### config.mk
export PLATFORM = sky130hd
export DESIGN_NAME = load_store_unit
export DESIGN_NICKNAME = d
export VERILOG_FILES = /design/src/rtl/load_store_unit.sv
export SDC_FILE = /design/constraint.sdc
export NUM_CORES = 1
export LEC_CHECK = 0
export BUFFER_PORTS_ARGS = -buffer_cell sky130_fd_sc_hd__buf_2
export CORE_MARGIN = 2
export CORE_UTILIZATION = 54
export DETAILED_ROUTE_END_ITERATION = 10
export PLACE_DENSITY_LB_ADDON = 0.25
export SLEW_MARGIN = 5
export SYNTH_ARGS = -nofsm -noshare
export SYNTH_HDL_FRONTEND = slang
export SYNTH_SLANG_ARGS = --single-unit
### constraint.sdc
create_clock -name clk -period 5.1 [get_ports clk]
set_input_delay 0.765 -clock clk [delete_from_list [all_inputs] [get_ports clk]]
set_output_delay 0.765 -clock clk [all_outputs]
set_load 0.02 [all_outputs]
### src/rtl/load_store_unit.sv
// Data-memory initiator: turns one MEM-stage load/store into a word-aligned req/ack
// transaction, with lane steering, load extension and error completion.
module load_store_unit #(
  parameter int unsigned DM_ADDRESS = 9,
  parameter int unsigned DATA_W     = 32,
  parameter int unsigned TIMEOUT    = 15
) (
  input  logic                  clk,
  input  logic                  rst_n,
  input  logic                  req_valid_i,
  output logic                  req_ready_o,
  input  logic                  mem_read_i,
  input  logic                  mem_write_i,
  input  logic [2:0]            funct3_i,
  input  logic [DM_ADDRESS-1:0] addr_i,
  input  logic [DATA_W-1:0]     wdata_i,
  output logic                  rsp_valid_o,
  output logic [DATA_W-1:0]     rsp_rdata_o,
  output logic                  rsp_err_o,
  output logic                  m_req_o,
  output logic                  m_we_o,
  output logic [DM_ADDRESS-1:0] m_addr_o,
  output logic [3:0]            m_be_o,
  output logic [DATA_W-1:0]     m_wdata_o,
  input  logic [DATA_W-1:0]     m_rdata_i,
  input  logic                  m_ack_i
);

  localparam int unsigned TimerW = $clog2(TIMEOUT + 1);

  localparam logic [1:0] StIdle = 2'd0;
  localparam logic [1:0] StReq  = 2'd1;
  localparam logic [1:0] StResp = 2'd2;

  logic [1:0]            state_q, state_d;
  logic                  we_q, we_d;
  logic [2:0]            funct3_q, funct3_d;
  logic [DM_ADDRESS-1:0] addr_q, addr_d;
  logic [DATA_W-1:0]     wdata_q, wdata_d;
  logic [TimerW-1:0]     timer_q, timer_d;
  logic [DATA_W-1:0]     rdata_q, rdata_d;
  logic                  err_q, err_d;

  logic                  accept;
  logic                  illegal;
  logic                  f3_legal;
  logic [1:0]            lane;
  logic [3:0]            be;
  logic [DATA_W-1:0]     lane_wdata;
  logic [DATA_W-1:0]     shifted;
  logic [DATA_W-1:0]     load_data;

  // Both mem_read and mem_write set is accepted so it can complete as illegal.
  assign accept = (state_q == StIdle) && req_valid_i && (mem_read_i || mem_write_i);

  always_comb begin
    f3_legal = 1'b0;
    case (funct3_i)
      3'b000, 3'b001, 3'b010, 3'b100, 3'b101: f3_legal = 1'b1;
      default:                                f3_legal = 1'b0;
    endcase
  end

  assign illegal = (mem_read_i && mem_write_i) || !f3_legal ||
                   (mem_write_i && funct3_i[2]) ||
                   ((funct3_i[1:0] == 2'b01) && addr_i[0]) ||
                   ((funct3_i[1:0] == 2'b10) && (addr_i[1:0] != 2'b00));

  assign lane = addr_q[1:0];

  always_comb begin
    be         = 4'b1111;
    lane_wdata = wdata_q;
    case (funct3_q[1:0])
      2'b00: begin
        be         = 4'b0001 << lane;
        lane_wdata = {4{wdata_q[7:0]}};
      end
      2'b01: begin
        be         = 4'b0011 << lane;
        lane_wdata = {2{wdata_q[15:0]}};
      end
      default: begin
        be         = 4'b1111;
        lane_wdata = wdata_q;
      end
    endcase
  end

  assign shifted = m_rdata_i >> {lane, 3'b000};

  always_comb begin
    load_data = m_rdata_i;
    case (funct3_q)
      3'b000:  load_data = {{(DATA_W-8){shifted[7]}}, shifted[7:0]};
      3'b100:  load_data = {{(DATA_W-8){1'b0}}, shifted[7:0]};
      3'b001:  load_data = {{(DATA_W-16){shifted[15]}}, shifted[15:0]};
      3'b101:  load_data = {{(DATA_W-16){1'b0}}, shifted[15:0]};
      default: load_data = m_rdata_i;
    endcase
  end

  always_comb begin
    state_d  = state_q;
    we_d     = we_q;
    funct3_d = funct3_q;
    addr_d   = addr_q;
    wdata_d  = wdata_q;
    timer_d  = timer_q;
    rdata_d  = rdata_q;
    err_d    = err_q;
    case (state_q)
      StIdle: begin
        if (accept) begin
          we_d     = mem_write_i;
          funct3_d = funct3_i;
          addr_d   = addr_i;
          wdata_d  = wdata_i;
          timer_d  = '0;
          rdata_d  = '0;
          err_d    = illegal;
          state_d  = illegal ? StResp : StReq;
        end
      end
      StReq: begin
        if (m_ack_i) begin
          rdata_d = we_q ? '0 : load_data;
          err_d   = 1'b0;
          state_d = StResp;
        end else if (timer_q == TimerW'(TIMEOUT - 1)) begin
          rdata_d = '0;
          err_d   = 1'b1;
          state_d = StResp;
        end else begin
          timer_d = timer_q + 1'b1;
        end
      end
      StResp: begin
        timer_d = '0;
        state_d = StIdle;
      end
      default: state_d = StIdle;
    endcase
  end

  always_ff @(posedge clk or negedge rst_n) begin
    if (!rst_n) begin
      state_q  <= StIdle;
      we_q     <= 1'b0;
      funct3_q <= 3'b000;
      addr_q   <= '0;
      wdata_q  <= '0;
      timer_q  <= '0;
      rdata_q  <= '0;
      err_q    <= 1'b0;
    end else begin
      state_q  <= state_d;
      we_q     <= we_d;
      funct3_q <= funct3_d;
      addr_q   <= addr_d;
      wdata_q  <= wdata_d;
      timer_q  <= timer_d;
      rdata_q  <= rdata_d;
      err_q    <= err_d;
    end
  end

  // Memory-side outputs are gated by state so they read zero outside a request.
  assign req_ready_o = (state_q == StIdle);
  assign rsp_valid_o = (state_q == StResp);
  assign rsp_rdata_o = (state_q == StResp) ? rdata_q : '0;
  assign rsp_err_o   = (state_q == StResp) && err_q;
  assign m_req_o     = (state_q == StReq);
  assign m_we_o      = (state_q == StReq) && we_q;
  assign m_addr_o    = (state_q == StReq) ? {addr_q[DM_ADDRESS-1:2], 2'b00} : '0;
  assign m_be_o      = ((state_q == StReq) && we_q) ? be : 4'b0000;
  assign m_wdata_o   = ((state_q == StReq) && we_q) ? lane_wdata : '0;

endmodule
==> summary.txt <==
Status
  – Run status: completed

Floorplan
  – Starting density of the core: 56.37%
  – I/O Pins: 164
  – Die height: 97.08 um
  – Core Area: 8299 sq um
  – Num rows: 33
  – Die area: 9424 sq um
  – Die width: 97.08 um

Logic synthesis
  – Most used DFF post-synth: dfrtp_1
  – Post-synthesis compound-gate area fraction: 16.77%
  – Cells after Synth: 454
  – Largest family of logic cells by synthesized area: multiplexers
  – FFs w/ async S/R, synth: 100.0%
  – Synth area leaders: dfrtp_1 45%, mux2_2 11%, mux2i_1 6.6%
  – Synth top area share: 44.93%
  – Yosys reg bits: 84
  – Syn Std Cell Area: 4678 sq um
  – Syn_area_per_cell: 10.30 sq um
  – EDFF count, synth: 0
  – Largest area contributor in the netlist: dfrtp_1
  – Multiplexer area fraction after synthesis: 18.51%
  – Synth Area in Simple Gates: 14.71%
  – Synth Warn #: 0
  – Sequential area share after synthesis: 44.93%
  – Post-synth cell types: 44
  – XOR/XNOR share of the synthesized area: 0%
  – Adder-Cell Fraction of Synth Area: 0.5349%

Worst setup path
  – CP Capture Type: primary output
  – Critical path's slowest cell: dfrtp_1
  – Worst setup path category: flip-flop to primary output
  – Worst r2r dst: rdata_q[28]$_DFFE_PN0P_
  – CP Launch Point: state_q[1]$_DFFE_PN0P_
  – CP Launch Type: flip-flop
  – Critical path arrival: 3.17 ns
  – Flop-to-flop setup slack: 2.08 ns
  – Worst r2r src: state_q[1]$_DFFE_PN0P_
  – Critical path depth: 5
  – Worst setup path endpoint: m_wdata_o[14]
  – Largest stage delay, worst path: 0.78 ns
  – CP top delay family: simple AND/OR/NAND/NOR gates
  – Bufs and invs on worst path: 2
  – Required time worst endpoint: 4.34 ns
  – Register-to-Register Path Depth: 5
  – Critical path peak fanout: 42
  – Crit-path cells: nand2b_1 -> inv_1 -> nand2_1 -> a21oi_1 -> buf_2

STA
  – Clock skew: 0.007420 ns
  – Final hold violations: 0
  – Post-route setup TNS: 0 ns
  – Period utilization: 77.20%
  – Final setup vio count: 0
  – Max Freq: 254.0 MHz
  – Slew @ Worst Pin: 1.084 ns
  – Min cycle time layout: 3.937 ns
  – Fin Hold WS: 0.4802 ns
  – RSZ-0062 raised after global routing: no
  – Slew headroom: 27.49%
  – Slew Viols, Final: 0

Clock network
  – Clock Sinks: 84
  – Bufs on Longest Clock Path: 2
  – Post_cts resized: 0
  – Root Driver: clkbuf_8
  – Hold Buf Count CTS: 0
  – CTS clk-pin slew, worst paths: 0.09 ns
  – CTS Buf Count: 9
  – Worst skew pair latency: 0.36 ns
  – Number of setup buffers added after CTS: 0
  – H-tree levels: 3
  – CTS tree: yes

Layout
  – Synth-to-layout area growth: 21.50%
  – Commonest cells after routing, fill and taps aside: 160 x buf_2, 83 x dfrtp_1, 47 x mux2_2
  – Commonest non-fill, non-tap cell in the layout: buf_2
  – Diodes inserted: 0
  – Design area: 5684 sq um
  – Layout Nets: 672
  – Share of cells above drive strength 1: 40.47%

Pwr
  – Power Density: 373.5 nW/um^2
  – Worst VDD drop: 0.0001949 V
  – Tot Pwr: 2.123 mW
  – Leak: 3.035 nW

Placed design
  – RePlAce Congestion: 0.8339
  – Post-place instance area: 5454 sq um
  – Port Buf Inserts: 161
  – DP HPWL: 8.721 mm

Flow run
  – Max cap viols: 0

Route
  – Vias per cell: 5.910
  – Avg WL per Cell: 17.79 um
  – Iter 0 DRT Violations: 209
  – Total Wirelength: 12.42 mm
  – Residual DRC: 0
  – Vias: 4,125
  – Final ANT Viol Nets: 0
  – First-pass DRT Iterations: 5

GRT
  – Largest net degree at the start of global routing: 85
  – GRT Overall Usage: 26.82%
  – GR Overflow Total: 0
  – Global-route wire length before repair: 20.48 mm
  – Vias in the first global route: 4,142
  – Initial antenna violation count: 0

Min path
  – HP Class: flip-flop to flip-flop
## state kept, by name (all words and copies together) (netlist names)
signal and cells:
timer_q 4, addr_q 9, state_q 2, funct3_q 3, err_q 1, wdata_q 32, rdata_q 32, we_q 1
## cell type report
cell class	count	area [sq um]
clock buffers	9	123.9
clock inverters	7	106.4
fillers	670	2615
inverters	8	30.03
multi-input cells	323	2374
flip-flops and latches	84	2103
well taps	105	131.4
repair buffers	162	815.8
## cell usage after synthesis (all sizes together) (2+ instances only)
cell / number
clkbuf: 24
nor2: 33
mux2: 47
o211ai: 2
o21ai: 21
and2: 7
dfrtp: 84
nor2b: 3
o221ai: 7
a2bb2oi: 7
a21oi: 28
buf: 16
a32o: 8
a32oi: 2
nand3: 2
nand2b: 13
a31oi: 4
nor3: 3
nand2: 28
a221o: 17
mux2i: 31
o22ai: 2
ha: 2
o21a: 2
and3: 41
inv: 8
## stage by stage
stage	cells	worst slack, ns	utilization [%]
floorplan	455	2.778	-
global placement	682	1.694	65.72
detailed placement	682	1.570	65.72
CTS	698	1.162	68.49
global route	698	0.8330	68.49
finish	698	1.163	68.49
## kinds of logic (layout without fill, tap and decap cells)
family	count (synthesis)	count (layout)
DFF	84	84
buffers and inverters	48	186
muxes	79	79
AOI/OAI and AO/OA	106	106
adders and majority gates	2	2
and+or+nand+nor	134	134
other	1	2
## layer usage
metal / part of all wire (%) / track usage (%) / vias to the layer above
met4: 2.5 / 11.48 / 0
met3: 7.6 / 5.899 / 23
met2: 48 / 43.59 / 165
li1: - / - / 1935
met5: 0 / 0 / -
met1: 42 / 34.74 / 2002
## power by group
group          leakage (nW)  internal, mW  switching (mW)
Combinational          1.86         0.292           0.296
Clock                 0.116         0.284           0.263
Sequential             1.06         0.793           0.195
Total                  3.04          1.37           0.754
## worst min-delay path by stage
stage                     depth (start not counted)                     from                       to
final                                             2   rdata_q[2]$_DFFE_PN0P_   rdata_q[2]$_DFFE_PN0P_
after global placement                            2   rdata_q[5]$_DFFE_PN0P_   rdata_q[5]$_DFFE_PN0P_
after floorplan                                   2   rdata_q[0]$_DFFE_PN0P_   rdata_q[0]$_DFFE_PN0P_
after CTS                                         2   rdata_q[1]$_DFFE_PN0P_   rdata_q[1]$_DFFE_PN0P_
after detailed placement                          2   rdata_q[1]$_DFFE_PN0P_   rdata_q[1]$_DFFE_PN0P_
after global routing                              1  rdata_q[13]$_DFFE_PN0P_  rdata_q[13]$_DFFE_PN0P_
## worst register-to-register path: stages, from the launching register on
cell and delay (ns):
dfrtp_1 0.78, nand2b_1 0.42, inv_1 0.37, nand3b_2 0.21, nor2_1 0.86, a221o_2 0.31
Note: power is estimated with default switching activity, not from simulation.
